File: config.mk
export PLATFORM = sky130hd
export DESIGN_NAME = mm_responder
export DESIGN_NICKNAME = d
export VERILOG_FILES = /design/src/rtl/mm_responder.sv
export SDC_FILE = /design/constraint.sdc
export NUM_CORES = 1
export LEC_CHECK = 0
export BUFFER_PORTS_ARGS = -buffer_cell sky130_fd_sc_hd__buf_4
export CAP_MARGIN = 20
export CORE_UTILIZATION = 44
export DETAILED_ROUTE_END_ITERATION = 10
export GPL_ROUTABILITY_DRIVEN = 0
export GPL_TIMING_DRIVEN = 0
export PLACE_DENSITY = 0.84
export REMOVE_ABC_BUFFERS = 1
export SETUP_SLACK_MARGIN = 0.05
export SYNTH_ARGS = -nofsm -noshare
export SYNTH_HDL_FRONTEND = slang
export SYNTH_SLANG_ARGS = --single-unit
File: constraint.sdc
create_clock -name CLK -period 2.1 [get_ports CLK]
set_clock_uncertainty 0.05 [all_clocks]
set_input_delay 0.21 -clock CLK [delete_from_list [all_inputs] [get_ports CLK]]
set_output_delay 0.21 -clock CLK [all_outputs]
set_load 0.02 [all_outputs]
File: src/rtl/mm_responder.sv
// mm_responder: main-memory end of the instruction-cache miss handshake.
// A request is latched in IDLE. The FSM waits LATENCY edges in total and then
// returns the addressed word on Data_MM together with a one-cycle Ack_MM.
// Completed responses are counted with saturation.
// Optional feature macro MM_WRITE_EN adds the We_MM/WData_MM write path.
// Without the macro, every request is a read and the array is read-only after reset.
module mm_responder #(
  parameter int LATENCY = 2,
  parameter int DEPTH   = 64,
  parameter int ADDR_W  = 6
) (
  input  logic        CLK,
  input  logic        RESET,
  input  logic        Req_MM,
  input  logic [31:0] Addr_MM,
`ifdef MM_WRITE_EN
  input  logic        We_MM,
  input  logic [31:0] WData_MM,
`endif
  output logic [31:0] Data_MM,
  output logic        Ack_MM,
  output logic        Busy_MM,
  output logic [19:0] CNT_ACCESS
);

  localparam logic [3:0]  CNT_LOAD = 4'(LATENCY - 1);
  localparam logic [31:0] ADDR_LIM = 32'(DEPTH * 4);
  localparam logic [31:0] OOR_WORD = 32'hDEADBEEF;
  localparam logic [19:0] CNT_MAX  = 20'hFFFFF;

  typedef enum logic [1:0] {
    S_IDLE,
    S_WAIT,
    S_RESP
  } state_t;

  state_t            r_state;
  logic [3:0]        r_cnt;
  logic [ADDR_W-1:0] r_idx;
  logic              r_oor;
  logic [31:0]       r_data;
  logic              r_ack;
  logic              r_busy;
  logic [19:0]       r_acc;
  logic [31:0]       r_mem [DEPTH];
`ifdef MM_WRITE_EN
  logic              r_we;
  logic [31:0]       r_wdata;
`endif

  // Word index and range check come from the live bus at acceptance.
  // The byte offset has no meaning for a word memory.
  logic [ADDR_W-1:0] w_idx;
  logic              w_oor;
  logic              w_unused_addr;

  assign w_idx         = Addr_MM[ADDR_W+1:2];
  assign w_oor         = (Addr_MM >= ADDR_LIM);
  assign w_unused_addr = ^Addr_MM[1:0];

  // Request FSM, backing array and access counter.
  // Reset also reloads the array pattern and aborts any access in flight.
  always_ff @(posedge CLK) begin
    if (RESET) begin
      r_state <= S_IDLE;
      r_cnt   <= 4'd0;
      r_idx   <= '0;
      r_oor   <= 1'b0;
      r_data  <= 32'd0;
      r_ack   <= 1'b0;
      r_busy  <= 1'b0;
      r_acc   <= 20'd0;
`ifdef MM_WRITE_EN
      r_we    <= 1'b0;
      r_wdata <= 32'd0;
`endif
      for (int i = 0; i < DEPTH; i++) begin
        r_mem[i] <= {16'hA5A5, 16'(i)};
      end
    end else begin
      case (r_state)
        S_IDLE: begin
          if (Req_MM) begin
            r_idx   <= w_idx;
            r_oor   <= w_oor;
            r_cnt   <= CNT_LOAD;
            r_busy  <= 1'b1;
            r_state <= S_WAIT;
`ifdef MM_WRITE_EN
            r_we    <= We_MM;
            r_wdata <= WData_MM;
`endif
          end
        end
        S_WAIT: begin
          if (r_cnt == 4'd0) begin
            r_ack   <= 1'b1;
            r_state <= S_RESP;
            if (r_acc != CNT_MAX) begin
              r_acc <= r_acc + 20'd1;
            end
`ifdef MM_WRITE_EN
            if (r_oor) begin
              r_data <= OOR_WORD;
            end else if (r_we) begin
              r_mem[r_idx] <= r_wdata;
              r_data       <= r_wdata;
            end else begin
              r_data <= r_mem[r_idx];
            end
`else
            r_data <= r_oor ? OOR_WORD : r_mem[r_idx];
`endif
          end else begin
            r_cnt <= r_cnt - 4'd1;
          end
        end
        S_RESP: begin
          // Req_MM is not looked at here. A held request is taken on the next IDLE edge.
          r_ack   <= 1'b0;
          r_busy  <= 1'b0;
          r_state <= S_IDLE;
        end
        default: begin
          r_ack   <= 1'b0;
          r_busy  <= 1'b0;
          r_state <= S_IDLE;
        end
      endcase
    end
  end

  assign Data_MM    = r_data;
  assign Ack_MM     = r_ack;
  assign Busy_MM    = r_busy;
  assign CNT_ACCESS = r_acc;

endmodule

==> results of run 1 <==
==> worst reg2reg max path: cells and delay by family (launching register included) <==
family	cells	cell delay [ps]
simple gates	3	1220
flops	1	380
fa+ha+maj	1	210
compound gates	1	140
==> placed cells by master (no fill, tap or decap), types with 4 or more instances in the layout <==
master,count
sky130_fd_sc_hd__nor4_1,9
sky130_fd_sc_hd__nand3_1,7
sky130_fd_sc_hd__mux2_2,11
sky130_fd_sc_hd__conb_1,5
sky130_fd_sc_hd__nor2_1,29
sky130_fd_sc_hd__a211oi_1,9
sky130_fd_sc_hd__nor3_1,19
sky130_fd_sc_hd__clkbuf_8,5
sky130_fd_sc_hd__nand2_1,24
sky130_fd_sc_hd__nor2b_1,12
sky130_fd_sc_hd__dfxtp_1,44
sky130_fd_sc_hd__a21oi_1,15
sky130_fd_sc_hd__dfxtp_2,4
sky130_fd_sc_hd__buf_4,92
sky130_fd_sc_hd__nand2b_1,5
sky130_fd_sc_hd__nand4_1,9
sky130_fd_sc_hd__inv_1,7
==> power groups by stage <==
stage | clock network [mW] | registers [mW] | logic (mW)
6_report | 0.588 | 1.03 | 0.354
4_1_cts | 0.597 | 1.03 | 0.345
3_5_place_dp | 0 | 1.05 | 0.320
3_3_place_gp | 0 | 1.05 | 0.312
2_1_floorplan | 0 | 1.10 | 0.115
5_1_grt | 0.634 | 1.04 | 0.385
==> cell families after synthesis <==
| kind of cell | after synthesis | synth area share |
|---|---|---|
| and+or+nand+nor | 135 | 0.290 |
| DFF | 50 | 0.418 |
| buffers and inverters | 44 | 0.106 |
| AOI/OAI and AO/OA | 36 | 0.0966 |
| muxes | 14 | 0.0648 |
| adders and majority gates | 3 | 0.0157 |
| xor gates and xnor gates | 2 | 0.00731 |
| other | 1 | 0.00157 |
==> per-stage QoR <==
stage                     hold WS [ps]  setup TNS (ps)  setup slack [ps]  std cells  utilization
after floorplan                    229           -1810              -266        254            -
after global placement             389           -1580              -330        405        0.558
after detailed placement           403           -2150              -367        405        0.558
after CTS                          103               0              29.5        421        0.599
after global routing               108               0              5.06        425        0.612
final                              109               0              41.5        425        0.612
==> metal layers <==
metal	vias up	share of wire
li1	1111	-
met1	1101	0.41
met2	80	0.53
met3	12	0.044
met4	0	0.015
met5	-	0
==> layout make-up <==
| class | instances | share of cell area |
|---|---|---|
| Tap cell | 70 | 0.0277 |
| Multi-Input combinational cell | 195 | 0.391 |
| Timing Repair Buffer | 93 | 0.220 |
| Sequential cell | 50 | 0.320 |
| Inverter | 9 | 0.0107 |
| Clock buffer | 5 | 0.0217 |
| Clock inverter | 3 | 0.00830 |
==> how the worst max path moves through the flow <==
stage | slack [ps] | end | cells past startpoint | start
3_5_place_dp | -370 | CNT_ACCESS[15] | 6 | r_cnt[0]
6_report | 40 | CNT_ACCESS[14] | 5 | CNT_ACCESS[1]
3_3_place_gp | -330 | CNT_ACCESS[15] | 6 | r_cnt[0]
5_1_grt | 5 | CNT_ACCESS[8] | 5 | CNT_ACCESS[1]
4_1_cts | 30 | CNT_ACCESS[6] | 6 | r_cnt[1]
2_1_floorplan | -270 | Data_MM[30] | 2 | Data_MM[30]
==> repair_timing <==
action,4_1_cts,5_1_grt
pin swaps,6,4
endpoints found under the hold margin,0,0
setup buffers,8,3
resized for setup,15,14
setup endpoints to repair,19,16
==> impl_results.html, run 1 <==
<table>
<tr><th>Metric</th><th>Value</th></tr>
<tr><th colspan="2">Run status</th></tr>
<tr><td>Result of the run</td><td>finished clean</td></tr>
<tr><th colspan="2">Placed design</th></tr>
<tr><td>Post-DP HPWL</td><td>about 4.0 mm</td></tr>
<tr><td>Number of I/O port buffers</td><td>between 80 and 90</td></tr>
<tr><td>Post-DP Area</td><td>just under 0.003 mm²</td></tr>
<tr><th colspan="2">Global routing</th></tr>
<tr><td>Global routing usage on met1</td><td>0.269</td></tr>
<tr><td>Maximum number of pins on one net before global-route repair</td><td>58</td></tr>
<tr><td>Antenna violations before repair</td><td>0</td></tr>
<tr><td>Vias in the first global route</td><td>a little under 2k</td></tr>
<tr><td>Met3 GRT Util</td><td>0.0370</td></tr>
<tr><td>Met2 Track Usage GR</td><td>0.314</td></tr>
<tr><td>Wire length of the first global-routing pass</td><td>between 8 and 9 mm</td></tr>
<tr><td>Overall Global Routing Usage</td><td>0.199</td></tr>
<tr><td>Gr ovfl total</td><td>0</td></tr>
<tr><td>Most congested layer reported by global routing</td><td>met2</td></tr>
<tr><th colspan="2">Routing</th></tr>
<tr><td>Final antenna-violating net count</td><td>0</td></tr>
<tr><td>Final wirelength</td><td>about 6.0 mm</td></tr>
<tr><td>Starting DRT DRC Count</td><td>about 130</td></tr>
<tr><td>Pre-antenna DRT Iters</td><td>6</td></tr>
<tr><td>Via-to-Cell Ratio</td><td>between 5 and 6</td></tr>
<tr><td>Overall via count from detail_route</td><td>between 2k and 2.5k</td></tr>
<tr><td>Drc violations</td><td>0</td></tr>
<tr><td>Routed wire length per instance</td><td>~14 µm</td></tr>
<tr><th colspan="2">Yosys</th></tr>
<tr><td>Cell with the most instances after synthesis</td><td>sky130_fd_sc_hd__dfxtp_1</td></tr>
<tr><td>Yosys synthesis warning count</td><td>0</td></tr>
<tr><td>Cell area after technology mapping</td><td>0.00240 mm²</td></tr>
<tr><td>Average cell area after synthesis</td><td>between 8 and 9 µm²</td></tr>
<tr><td>Top cell types by occurrence after synthesis</td><td>50 x sky130_fd_sc_hd__dfxtp_1, 30 x sky130_fd_sc_hd__nor2_1, 25 x sky130_fd_sc_hd__nand2_1</td></tr>
<tr><td>Synth async-reset ratio</td><td>0</td></tr>
<tr><td>Number of synthesized register bits</td><td>50</td></tr>
<tr><td>Top-area cell type share of the netlist area</td><td>0.418</td></tr>
<tr><td>Top flip-flop cell by instance count after synthesis</td><td>sky130_fd_sc_hd__dfxtp_1</td></tr>
<tr><td>Post-synthesis sequential area ratio</td><td>0.418</td></tr>
<tr><td>Count of distinct cell types in the synthesized netlist</td><td>37</td></tr>
<tr><td>Main area contributors after synthesis</td><td>sky130_fd_sc_hd__dfxtp_1 42%, sky130_fd_sc_hd__buf_4 7.2%, sky130_fd_sc_hd__mux2_2 5.6%</td></tr>
<tr><td>Synth area leader</td><td>sky130_fd_sc_hd__dfxtp_1</td></tr>
<tr><td>Number of flops mapped to enable cells by yosys</td><td>0</td></tr>
<tr><td>Cell count after synthesis</td><td>around 290</td></tr>
<tr><th colspan="2">Setup path</th></tr>
<tr><td>Critical register-to-register path startpoint</td><td>CNT_ACCESS[1]</td></tr>
<tr><td>Cell family with the largest share of critical-path delay</td><td>simple AND/OR/NAND/NOR gates</td></tr>
<tr><td>Worst setup path category</td><td>flop to flop</td></tr>
<tr><td>Worst endpoint required time</td><td>2290 ps</td></tr>
<tr><td>Launching element type of the critical path</td><td>flop</td></tr>
<tr><td>Capture point of the worst reg-to-reg path</td><td>CNT_ACCESS[14]</td></tr>
<tr><td>Cell with the largest stage delay on the worst path</td><td>sky130_fd_sc_hd__or3_4</td></tr>
<tr><td>Crit path max fanout</td><td>8</td></tr>
<tr><td>Reg-to-reg slack, setup</td><td>approximately 42 ps</td></tr>
<tr><td>WP data arrival</td><td>between 2000 and 2500 ps</td></tr>
<tr><td>Nature of the critical path endpoint</td><td>flop</td></tr>
<tr><td>Worst path max stage delay</td><td>around 530 ps</td></tr>
<tr><td>Worst-case reg-to-reg path depth</td><td>5</td></tr>
<tr><td>Critical path buffer and inverter count</td><td>0</td></tr>
<tr><td>Cells along the critical path</td><td>ha_2 &gt; nand4_1 &gt; or3_4 &gt; or4_1 &gt; a21oi_1</td></tr>
<tr><th colspan="2">Clock network</th></tr>
<tr><td>Largest buffer count on any clock path</td><td>2</td></tr>
<tr><td>Count of H-tree levels built during CTS</td><td>2</td></tr>
<tr><td>Number of buffers created by CTS</td><td>5</td></tr>
<tr><td>Skew-Pair Late Insertion Delay</td><td>310 ps</td></tr>
<tr><td>TritonCTS clock tree</td><td>done</td></tr>
<tr><td>Root Buffer</td><td>sky130_fd_sc_hd__clkbuf_8</td></tr>
<tr><td>Clock sink count</td><td>50</td></tr>
<tr><td>Worst-path clk slew</td><td>100 ps</td></tr>
<tr><td>Hold buffer count at CTS</td><td>0</td></tr>
<tr><th colspan="2">Timing</th></tr>
<tr><td>Remaining max-slew budget at the tightest pin</td><td>0.593</td></tr>
<tr><td>Count of final setup violators</td><td>0</td></tr>
<tr><td>Max Freq</td><td>486 MHz</td></tr>
<tr><td>Final hold vios</td><td>0</td></tr>
<tr><td>RSZ-0062 raised after global routing</td><td>yes</td></tr>
<tr><td>Period minus WS final</td><td>about 2000 ps</td></tr>
<tr><td>Max-slew violation count</td><td>0</td></tr>
<tr><td>Worst Tran Pin Value</td><td>between 600 and 700 ps</td></tr>
<tr><td>Share of the cycle needed by the critical path after routing</td><td>0.980</td></tr>
<tr><th colspan="2">Hold path</th></tr>
<tr><td>Hold wc startpoint</td><td>Addr_MM[5]</td></tr>
<tr><td>Min-delay worst type</td><td>input port to flop</td></tr>
<tr><td>Cell depth of the worst hold path</td><td>3</td></tr>
<tr><th colspan="2">Power and ir drop</th></tr>
<tr><td>Part of the power in the clock network</td><td>0.298</td></tr>
<tr><td>Total Power Consumption</td><td>a little under 2 mW</td></tr>
<tr><td>Cell Pwr Density</td><td>roughly 620 mW/mm²</td></tr>
<tr><td>Net switching power</td><td>between 0.5 and 0.6 mW</td></tr>
<tr><td>Internal portion of total power</td><td>1.40 mW</td></tr>
<tr><td>Leakage component of the power</td><td>around 1.3 nW</td></tr>
<tr><td>Flop pwr share</td><td>0.523</td></tr>
<tr><td>Switching power as a share of total power</td><td>0.288</td></tr>
<tr><td>Portion of total power attributed to combinational logic</td><td>0.179</td></tr>
<tr><td>Maximum resistive drop on vdd</td><td>around 0.26 mV</td></tr>
<tr><th colspan="2">Cells and area</th></tr>
<tr><td>Diodes inserted</td><td>0</td></tr>
<tr><td>Layout-stage area growth over the synthesis result</td><td>32.1%</td></tr>
<tr><td>Share of final-layout standard cells stronger than drive strength 1</td><td>0.386</td></tr>
<tr><td>Filler cell count</td><td>430</td></tr>
<tr><td>Final design area excluding fillers</td><td>roughly 0.0032 mm²</td></tr>
<tr><td>Sequential cell area</td><td>approximately 0.0010 mm²</td></tr>
<tr><td>Fin nets</td><td>392</td></tr>
<tr><td>Multi-input gate area</td><td>about 0.0012 mm²</td></tr>
<tr><th colspan="2">Floorplan</th></tr>
<tr><td>Initial Utilization</td><td>0.463</td></tr>
<tr><td>Chip Width</td><td>between 70 and 80 µm</td></tr>
<tr><td># IOs</td><td>89</td></tr>
<tr><td>Die Ht</td><td>about 76 µm</td></tr>
<tr><td># rows</td><td>26</td></tr>
<tr><td>Die Area</td><td>0.00574 mm²</td></tr>
<tr><td>Core Area</td><td>0.00517 mm²</td></tr>
<tr><th colspan="2">Run</th></tr>
<tr><td>Number of max-cap violations</td><td>0</td></tr>
</table>
(Power assumes the default switching activity.)
==> run 2, diff against run 1 <==
--- a/config.mk
+++ b/config.mk
@@ -9,9 +9,8 @@
 export CAP_MARGIN = 20
 export CORE_UTILIZATION = 44
 export DETAILED_ROUTE_END_ITERATION = 10
-export GPL_ROUTABILITY_DRIVEN = 0
 export GPL_TIMING_DRIVEN = 0
-export PLACE_DENSITY = 0.84
+export PLACE_DENSITY_LB_ADDON = 0.08
 export REMOVE_ABC_BUFFERS = 1
 export SETUP_SLACK_MARGIN = 0.05
 export SYNTH_ARGS = -nofsm -noshare
==> run 2 against run 1 <==
  * Non-clock buffer count fell by 1
  * Setup slack got worse by 6.7 ps
  * Critical path type unchanged
  * Combinational power barely moved
  * Register-to-register slack barely moved
  * Largest cell class unchanged
  * Clock power rose by 15%
  * Wire length fell by 6.5%
  * Worst hold slack improved by 16 ps
==> impl_results.html, run 2 (synthesized netlist as in run 1, its figures left out) <==
<table>
<tr><th>Metric</th><th>Value</th></tr>
<tr><th colspan="2">Routing</th></tr>
<tr><td>Routed wire length per instance</td><td>13.2 µm (-6.1%)</td></tr>
<tr><td>Overall via count from detail_route</td><td>2,215 (-3.9%)</td></tr>
<tr><td>Detailed-routed wire length on met3</td><td>288 µm (+9.5%)</td></tr>
<tr><td>DR top layer</td><td>met4</td></tr>
<tr><td>Pre-antenna DRT Iters</td><td>4 (-2)</td></tr>
<tr><td>Routed length on met2</td><td>2.69 mm (-15%)</td></tr>
<tr><td>Final wirelength</td><td>5.57 mm (-6.5%)</td></tr>
<tr><td>Final antenna-violating net count</td><td>0 (unchanged)</td></tr>
<tr><td>Drc violations</td><td>0 (unchanged)</td></tr>
<tr><td>Starting DRT DRC Count</td><td>102 (-18%)</td></tr>
<tr><td>Via-to-Cell Ratio</td><td>5.24 (-3.4%)</td></tr>
<tr><td>Met1 routed wirelength after detailed routing</td><td>2.55 mm (+4.9%)</td></tr>
<tr><th colspan="2">Cells and area</th></tr>
<tr><td>Layout-stage area growth over the synthesis result</td><td>34.1%</td></tr>
<tr><td>Fin nets</td><td>391 (-0.26%)</td></tr>
<tr><td>Most used cells in the layout excluding fill and tap cells</td><td>90 x sky130_fd_sc_hd__buf_4, 48 x sky130_fd_sc_hd__dfxtp_1, 28 x sky130_fd_sc_hd__nor2_1, 24 x sky130_fd_sc_hd__nand2_1, 19 x sky130_fd_sc_hd__nor3_1</td></tr>
<tr><td>Share of final-layout standard cells stronger than drive strength 1</td><td>0.377 (-0.00914)</td></tr>
<tr><td>Diodes inserted</td><td>0 (unchanged)</td></tr>
<tr><td>Post-Layout Cell Count</td><td>423 (-0.47%)</td></tr>
<tr><td>Most frequent standard cell in the layout excluding fill and tap cells</td><td>sky130_fd_sc_hd__buf_4</td></tr>
<tr><th colspan="2">Clock network</th></tr>
<tr><td>Root Buffer</td><td>sky130_fd_sc_hd__clkbuf_8</td></tr>
<tr><td>Worst-path clk slew</td><td>90 ps (about the same)</td></tr>
<tr><td>Number of buffers created by CTS</td><td>5 (unchanged)</td></tr>
<tr><td>Skew-Pair Late Insertion Delay</td><td>300 ps (about the same)</td></tr>
<tr><td>Clock sink count</td><td>50 (unchanged)</td></tr>
<tr><td>Count of H-tree levels built during CTS</td><td>2 (unchanged)</td></tr>
<tr><td>Largest buffer count on any clock path</td><td>2 (unchanged)</td></tr>
<tr><td>TritonCTS clock tree</td><td>done</td></tr>
<tr><th colspan="2">Timing</th></tr>
<tr><td>Max-slew violation count</td><td>0 (unchanged)</td></tr>
<tr><td>Count of final setup violators</td><td>0 (unchanged)</td></tr>
<tr><td>Worst Tran Pin Value</td><td>585 ps (-20.3 ps)</td></tr>
<tr><td>Final hold vios</td><td>0 (unchanged)</td></tr>
<tr><td>Period minus WS final</td><td>2070 ps (+6.71 ps)</td></tr>
<tr><td>Remaining max-slew budget at the tightest pin</td><td>0.610 (+0.0173)</td></tr>
<tr><td>Share of the cycle needed by the critical path after routing</td><td>0.983 (+0.00319)</td></tr>
<tr><td>RSZ-0062 raised after global routing</td><td>yes</td></tr>
<tr><td>Max Freq</td><td>484 MHz (-0.32%)</td></tr>
<tr><th colspan="2">Placed design</th></tr>
<tr><td>Routability congestion estimate from global placement</td><td>~0.8</td></tr>
<tr><td>Cell total after placement</td><td>406 (+0.25%)</td></tr>
<tr><td>Post-DP HPWL</td><td>3.74 mm (-5.6%)</td></tr>
<tr><td>Number of I/O port buffers</td><td>81 (unchanged)</td></tr>
<tr><th colspan="2">Run status</th></tr>
<tr><td>Result of the run</td><td>finished clean</td></tr>
<tr><th colspan="2">Global routing</th></tr>
<tr><td>Overall Global Routing Usage</td><td>0.192 (-0.00639)</td></tr>
<tr><td>Gr ovfl total</td><td>0 (unchanged)</td></tr>
<tr><td>Wire length of the first global-routing pass</td><td>8.49 mm (-2.9%)</td></tr>
<tr><td>Maximum number of pins on one net before global-route repair</td><td>58 (unchanged)</td></tr>
<tr><td>Antenna violations before repair</td><td>0 (unchanged)</td></tr>
<tr><td>Vias in the first global route</td><td>1,892 (-1.8%)</td></tr>
<tr><th colspan="2">Setup path</th></tr>
<tr><td>Crit path max fanout</td><td>7 (-1)</td></tr>
<tr><td>Critical register-to-register path startpoint</td><td>r_cnt[1]</td></tr>
<tr><td>Worst setup path category</td><td>flop to flop</td></tr>
<tr><td>Reg-to-reg slack, setup</td><td>30 ps (about the same)</td></tr>
<tr><td>Worst endpoint required time</td><td>2280 ps (about the same)</td></tr>
<tr><td>Worst-case reg-to-reg path depth</td><td>6 (+1)</td></tr>
<tr><td>Cells along the critical path</td><td>inv_2 &gt; ha_4 &gt; or3b_4 &gt; or3_4 &gt; or4_4 &gt; a21oi_2</td></tr>
<tr><td>WP data arrival</td><td>2250 ps (about the same)</td></tr>
<tr><td>Worst path max stage delay</td><td>450 ps (-80 ps)</td></tr>
<tr><td>Capture point of the worst reg-to-reg path</td><td>CNT_ACCESS[14]</td></tr>
<tr><td>Launching element type of the critical path</td><td>flop</td></tr>
<tr><td>Nature of the critical path endpoint</td><td>flop</td></tr>
<tr><td>Cell with the largest stage delay on the worst path</td><td>sky130_fd_sc_hd__or3_4</td></tr>
<tr><th colspan="2">Floorplan</th></tr>
<tr><td># rows</td><td>26 (unchanged)</td></tr>
<tr><td>Chip Width</td><td>75.8 µm (unchanged)</td></tr>
<tr><td>Die Area</td><td>0.00574 mm² (unchanged)</td></tr>
<tr><td>Core Area</td><td>0.00517 mm² (unchanged)</td></tr>
<tr><td>Die Ht</td><td>75.8 µm (unchanged)</td></tr>
<tr><td>Initial Utilization</td><td>0.463 (unchanged)</td></tr>
<tr><td># IOs</td><td>89 (unchanged)</td></tr>
<tr><th colspan="2">Hold path</th></tr>
<tr><td>Min-delay worst type</td><td>input port to flop</td></tr>
<tr><td>Hold path endpoint</td><td>r_idx[4]</td></tr>
<tr><td>Cell depth of the worst hold path</td><td>3 (unchanged)</td></tr>
<tr><td>Hold wc startpoint</td><td>Addr_MM[6]</td></tr>
<tr><th colspan="2">Run</th></tr>
<tr><td>Number of max-cap violations</td><td>0 (unchanged)</td></tr>
<tr><th colspan="2">Power and ir drop</th></tr>
<tr><td>Total Power Consumption</td><td>2.07 mW (+4.8%)</td></tr>
<tr><td>Leakage component of the power</td><td>1.32 nW (+2.4%)</td></tr>
<tr><td>Maximum resistive drop on vdd</td><td>0.373 mV (+42%)</td></tr>
<tr><td>Cell Pwr Density</td><td>643 mW/mm² (+3.2%)</td></tr>
</table>
==> run 2: cell types whose count changed in the layout (fill, tap and decap cells not counted), moves of 2 or more <==
cell	delta
sky130_fd_sc_hd__buf_4	-2
sky130_fd_sc_hd__dfxtp_4	-2
sky130_fd_sc_hd__dfxtp_2	-2
sky130_fd_sc_hd__a211oi_1	-2
sky130_fd_sc_hd__nor4_4	+2
sky130_fd_sc_hd__inv_6	-2
sky130_fd_sc_hd__dfxtp_1	+4
==> run 2: worst max-delay path by stage <==
stage                            from        endpoint
after global placement       r_cnt[0]  CNT_ACCESS[15]
final                        r_cnt[1]  CNT_ACCESS[14]
after detailed placement     r_cnt[0]  CNT_ACCESS[15]
after floorplan           Data_MM[30]     Data_MM[30]
after global routing         r_cnt[1]  CNT_ACCESS[14]
after CTS                    r_cnt[1]   CNT_ACCESS[6]
==> run 2: final cells by class <==
type                       count  area [µm²]
clock buffer                   6        82.6
clock inverter                 1        30.0
fill                         436        1960
inverter                       9        33.8
multi-input combinational    195        1280
sequential                    50        1000
tap                           70        87.6
timing repair buffer          92         692
==> run 2: where the power goes <==
part / leakage [nW] / internal, mW / switching, mW / total (mW)
Clock: 0.0573 / 0.381 / 0.298 / 0.679
Sequential: 0.408 / 0.996 / 0.0349 / 1.03
Combinational: 0.853 / 0.165 / 0.193 / 0.357
Total: 1.32 / 1.54 / 0.526 / 2.07
==> run 2: layer usage <==
metal	GRT usage	up-vias
li1	-	1106
met1	0.261	1029
met2	0.318	74
met3	0.0437	6
met4	0.0309	0
met5	0	-
==> run 2: worst max-delay path, delay by kind of cell (launching register included) <==
| family | cells | cell delay [ps] |
|---|---|---|
| AO/OA/AOI/OAI | 1 | 130 |
| adder cells (fa/ha/maj) | 1 | 140 |
| AND/OR/NAND/NOR | 3 | 1280 |
| flip-flops | 1 | 330 |
| buffers and inverters | 1 | 80 |
==> run 2: through the flow <==
| stage | hold WS, ps | setup slack, ps | TNS, ps | utilization | cell area (µm²) |
|---|---|---|---|---|---|
| after CTS | 116 | 25.2 | 0 | 0.601 | 3110 |
| after detailed placement | 402 | -350 | -1710 | 0.559 | 2890 |
| after floorplan | 229 | -266 | -1810 | - | 2190 |
| final | 125 | 34.8 | 0 | 0.621 | 3210 |
| after global placement | 394 | -279 | -1340 | 0.558 | 2890 |
| after global routing | 130 | -29.3 | -29.3 | 0.621 | 3210 |
==> run 2: repair_timing <==
item | CTS | global route
buffers inserted | 7 | 3
endpoints found under the setup margin | 18 | 17
pin swaps | 6 | 5
gates resized for setup | 14 | 16
hold buffers | 0 | 0
==> run 3, diff against run 2 <==
--- a/config.mk
+++ b/config.mk
@@ -7,9 +7,8 @@
 export LEC_CHECK = 0
 export BUFFER_PORTS_ARGS = -buffer_cell sky130_fd_sc_hd__buf_4
 export CAP_MARGIN = 20
-export CORE_UTILIZATION = 44
+export CORE_UTILIZATION = 35
 export DETAILED_ROUTE_END_ITERATION = 10
-export GPL_TIMING_DRIVEN = 0
 export PLACE_DENSITY_LB_ADDON = 0.08
 export REMOVE_ABC_BUFFERS = 1
 export SETUP_SLACK_MARGIN = 0.05
==> constraint.sdc (replaced) <==
create_clock -name CLK -period 2.1 [get_ports CLK]
set_clock_uncertainty 0.05 [all_clocks]
set_input_delay 0 -clock CLK [delete_from_list [all_inputs] [get_ports CLK]]
set_output_delay 0 -clock CLK [all_outputs]
set_load 0.02 [all_outputs]
==> run 3 against run 2 <==
  * The flow now finishes with violations (negative hold slack)
  * Worst hold slack worse by 130 ps
  * Count of clock-buffer cells in the layout fell by 1
  * First-iteration DRC count fell by 25%
==> impl_results.html, run 3 (synthesized netlist as in run 1, its figures left out) <==
<table>
<tr><th>Metric</th><th>Value</th></tr>
<tr><th colspan="2">Run status</th></tr>
<tr><td>Result of the run</td><td>complete, but fails checks</td></tr>
<tr><td>Violated checks</td><td>negative hold slack</td></tr>
<tr><th colspan="2">Power and ir drop</th></tr>
<tr><td>Switching power as a share of total power</td><td>0.267 (+0.0126)</td></tr>
<tr><td>Flop pwr share</td><td>0.493 (-0.006)</td></tr>
<tr><td>Net switching power</td><td>0.556 mW (+5.8%)</td></tr>
<tr><td>Part of the power in the clock network</td><td>0.326 (-0.003)</td></tr>
<tr><td>Internal portion of total power</td><td>1.53 mW (-0.93%)</td></tr>
<tr><td>Portion of total power attributed to combinational logic</td><td>0.181 (+0.008)</td></tr>
<tr><td>Cell Pwr Density</td><td>629 mW/mm² (-2.2%)</td></tr>
<tr><td>Maximum resistive drop on vdd</td><td>0.296 mV (-21%)</td></tr>
<tr><td>Leakage component of the power</td><td>1.36 nW (+3.4%)</td></tr>
<tr><td>Total Power Consumption</td><td>2.08 mW (+0.77%)</td></tr>
<tr><th colspan="2">Setup path</th></tr>
<tr><td>Cell with the largest stage delay on the worst path</td><td>sky130_fd_sc_hd__or3_4</td></tr>
<tr><td>Launch point of the critical path</td><td>r_cnt[1]</td></tr>
<tr><td>Reg-to-reg slack, setup</td><td>70 ps (+30 ps)</td></tr>
<tr><td>Crit path max fanout</td><td>7 (unchanged)</td></tr>
<tr><td>Worst path max stage delay</td><td>460 ps (about the same)</td></tr>
<tr><td>Cells along the critical path</td><td>inv_2 &gt; ha_4 &gt; or3b_4 &gt; or3_4 &gt; nor4_4 &gt; mux2_2</td></tr>
<tr><td>Worst setup path category</td><td>flop to flop</td></tr>
<tr><td>Capture point of the worst reg-to-reg path</td><td>CNT_ACCESS[10]</td></tr>
<tr><td>WP data arrival</td><td>2180 ps (-70 ps)</td></tr>
<tr><td>Critical register-to-register path startpoint</td><td>r_cnt[1]</td></tr>
<tr><td>Nature of the critical path endpoint</td><td>flop</td></tr>
<tr><td>Launching element type of the critical path</td><td>flop</td></tr>
<tr><td>Worst endpoint required time</td><td>2250 ps (-30 ps)</td></tr>
<tr><td>Worst-case reg-to-reg path depth</td><td>6 (unchanged)</td></tr>
<tr><th colspan="2">Floorplan</th></tr>
<tr><td>Die Area</td><td>0.00718 mm² (+25%)</td></tr>
<tr><td># rows</td><td>29 (+12%)</td></tr>
<tr><td>Core Area</td><td>0.00649 mm² (+26%)</td></tr>
<tr><td>Die Ht</td><td>84.7 µm (+12%)</td></tr>
<tr><td>Initial Utilization</td><td>0.369 (-0.0943)</td></tr>
<tr><td># IOs</td><td>89 (unchanged)</td></tr>
<tr><td>Chip Width</td><td>84.7 µm (+12%)</td></tr>
<tr><th colspan="2">Hold path</th></tr>
<tr><td>Hold path endpoint</td><td>r_oor</td></tr>
<tr><td>Min-delay worst type</td><td>input port to flop</td></tr>
<tr><td>Hold wc startpoint</td><td>Addr_MM[20]</td></tr>
<tr><td>Cell depth of the worst hold path</td><td>5 (+2)</td></tr>
<tr><th colspan="2">Routing</th></tr>
<tr><td>Via-to-Cell Ratio</td><td>5.05 (-3.5%)</td></tr>
<tr><td>Drc violations</td><td>0 (unchanged)</td></tr>
<tr><td>Overall via count from detail_route</td><td>2,263 (+2.2%)</td></tr>
<tr><td>Final wirelength</td><td>5.95 mm (+6.7%)</td></tr>
<tr><td>Final antenna-violating net count</td><td>0 (unchanged)</td></tr>
<tr><td>Routed wire length per instance</td><td>13.3 µm (+0.75%)</td></tr>
<tr><td>Pre-antenna DRT Iters</td><td>6 (+2)</td></tr>
<tr><td>Starting DRT DRC Count</td><td>76 (-25%)</td></tr>
<tr><th colspan="2">Global routing</th></tr>
<tr><td>Overall Global Routing Usage</td><td>0.169 (-0.0230)</td></tr>
<tr><td>Wire length of the first global-routing pass</td><td>9.64 mm (+13%)</td></tr>
<tr><td>Gr ovfl total</td><td>0 (unchanged)</td></tr>
<tr><td>Antenna violations before repair</td><td>0 (unchanged)</td></tr>
<tr><td>Maximum number of pins on one net before global-route repair</td><td>58 (unchanged)</td></tr>
<tr><td>Vias in the first global route</td><td>2,040 (+7.8%)</td></tr>
<tr><th colspan="2">Placed design</th></tr>
<tr><td>Number of I/O port buffers</td><td>81 (unchanged)</td></tr>
<tr><td>Routability congestion estimate from global placement</td><td>0.798 (+2.3%)</td></tr>
<tr><td>Post-DP HPWL</td><td>4.18 mm (+12%)</td></tr>
<tr><td>Pre-CTS setup slack</td><td>-33.3 ps (+317 ps)</td></tr>
<tr><th colspan="2">Cells and area</th></tr>
<tr><td>Most frequent standard cell in the layout excluding fill and tap cells</td><td>sky130_fd_sc_hd__buf_4</td></tr>
<tr><td>Layout-stage area growth over the synthesis result</td><td>38.2%</td></tr>
<tr><td>Filler cell count</td><td>619 (+42%)</td></tr>
<tr><td>Most used cells in the layout excluding fill and tap cells</td><td>102 x sky130_fd_sc_hd__buf_4, 48 x sky130_fd_sc_hd__dfxtp_1, 30 x sky130_fd_sc_hd__nor2_1, 25 x sky130_fd_sc_hd__nand2_1, 18 x sky130_fd_sc_hd__nor3_1</td></tr>
<tr><td>Share of final-layout standard cells stronger than drive strength 1</td><td>0.369 (-0.00750)</td></tr>
<tr><td>Diodes inserted</td><td>0 (unchanged)</td></tr>
<tr><td>Fin nets</td><td>409 (+4.6%)</td></tr>
<tr><th colspan="2">Clock network</th></tr>
<tr><td>Clock sink count</td><td>50 (unchanged)</td></tr>
<tr><td>Skew-Pair Late Insertion Delay</td><td>310 ps (about the same)</td></tr>
<tr><td>TritonCTS clock tree</td><td>done</td></tr>
<tr><td>Root Buffer</td><td>sky130_fd_sc_hd__clkbuf_8</td></tr>
<tr><td>Number of buffers created by CTS</td><td>5 (unchanged)</td></tr>
<tr><td>Worst-path clk slew</td><td>90 ps (about the same)</td></tr>
<tr><td>Count of buffers added by post-CTS timing repair for setup</td><td>0 (-7)</td></tr>
<tr><td>Largest buffer count on any clock path</td><td>2 (unchanged)</td></tr>
<tr><td>Count of H-tree levels built during CTS</td><td>2 (unchanged)</td></tr>
<tr><th colspan="2">Timing</th></tr>
<tr><td>Max-slew violation count</td><td>0 (unchanged)</td></tr>
<tr><td>Final-layout setup total negative slack</td><td>0 ps (unchanged)</td></tr>
<tr><td>RSZ-0062 raised after global routing</td><td>yes</td></tr>
<tr><td>Share of the cycle needed by the critical path after routing</td><td>0.968 (-0.0151)</td></tr>
<tr><td>Max Freq</td><td>492 MHz (+1.6%)</td></tr>
<tr><td>Worst Tran Pin Value</td><td>709 ps (+125 ps)</td></tr>
<tr><td>Period minus WS final</td><td>2030 ps (-31.7 ps)</td></tr>
<tr><td>Final setup margin</td><td>66.5 ps (+31.7 ps)</td></tr>
<tr><td>Remaining max-slew budget at the tightest pin</td><td>0.523 (-0.0876)</td></tr>
<tr><td>Final hold vios</td><td>1 (+1)</td></tr>
<tr><td>Count of final setup violators</td><td>0 (unchanged)</td></tr>
<tr><td>Hold WS</td><td>-6.72 ps (-132 ps)</td></tr>
<tr><th colspan="2">Run</th></tr>
<tr><td>Number of max-cap violations</td><td>0 (unchanged)</td></tr>
</table>
[run 3: critical path, delay by kind of cell (launching register included)]
family	cells	cell delay [ps]
multiplexers	1	360
adder cells (fa/ha/maj)	1	130
buffers and inverters	1	70
flip-flops	1	330
AND/OR/NAND/NOR	3	980
[run 3: metrics by stage]
stage          utilization  cells  hold WS, ps  area (µm²)
4_1_cts              0.500    448        0.829        3250
5_1_grt              0.510    448         53.2        3310
3_3_place_gp         0.470    433          225        3050
3_5_place_dp         0.470    433          233        3050
2_1_floorplan            -    254         19.1        2190
6_report             0.510    448        -6.72        3310
[run 3: cell type report]
cell class / instances / area (µm²) / share of cell area
multi-input combinational: 195 / 1220 / 0.370
inverter: 9 / 33.8 / 0.0102
sequential: 50 / 1000 / 0.303
tap: 77 / 96.3 / 0.0291
clock buffer: 5 / 68.8 / 0.0208
clock inverter: 2 / 38.8 / 0.0117
timing repair buffer: 110 / 846 / 0.255
[run 3: worst max-delay path by stage]
| stage | endpoint | slack (ps) | depth (start not counted) |
|---|---|---|---|
| 5_1_grt | CNT_ACCESS[18] | -2 | 7 |
| 2_1_floorplan | Data_MM[30] | -270 | 2 |
| 3_5_place_dp | CNT_ACCESS[10] | -30 | 6 |
| 4_1_cts | CNT_ACCESS[10] | 30 | 6 |
| 6_report | CNT_ACCESS[10] | 70 | 6 |
| 3_3_place_gp | CNT_ACCESS[14] | 20 | 6 |
[run 3: metal layers]
layer	share of wire	GRT usage
met5	0	0
met4	0.0089	0.0478
met3	0.039	0.0423
met2	0.46	0.259
met1	0.49	0.237
[run 3: power by group through the flow]
| stage | Combinational [mW] | Clock, mW | Sequential, mW |
|---|---|---|---|
| after floorplan | 0.115 | 0 | 1.10 |
| after global placement | 0.357 | 0 | 1.05 |
| after detailed placement | 0.358 | 0 | 1.05 |
| after CTS | 0.371 | 0.696 | 1.03 |
| after global routing | 0.413 | 0.731 | 1.03 |
| final | 0.377 | 0.678 | 1.03 |
[run 3: timing repair]
action                     4_1_cts  5_1_grt
setup endpoints to repair        6       15
pin swaps                        0        5
gates resized for setup          2       16
hold buffers                     8        0
hold endpoints to repair        13        0
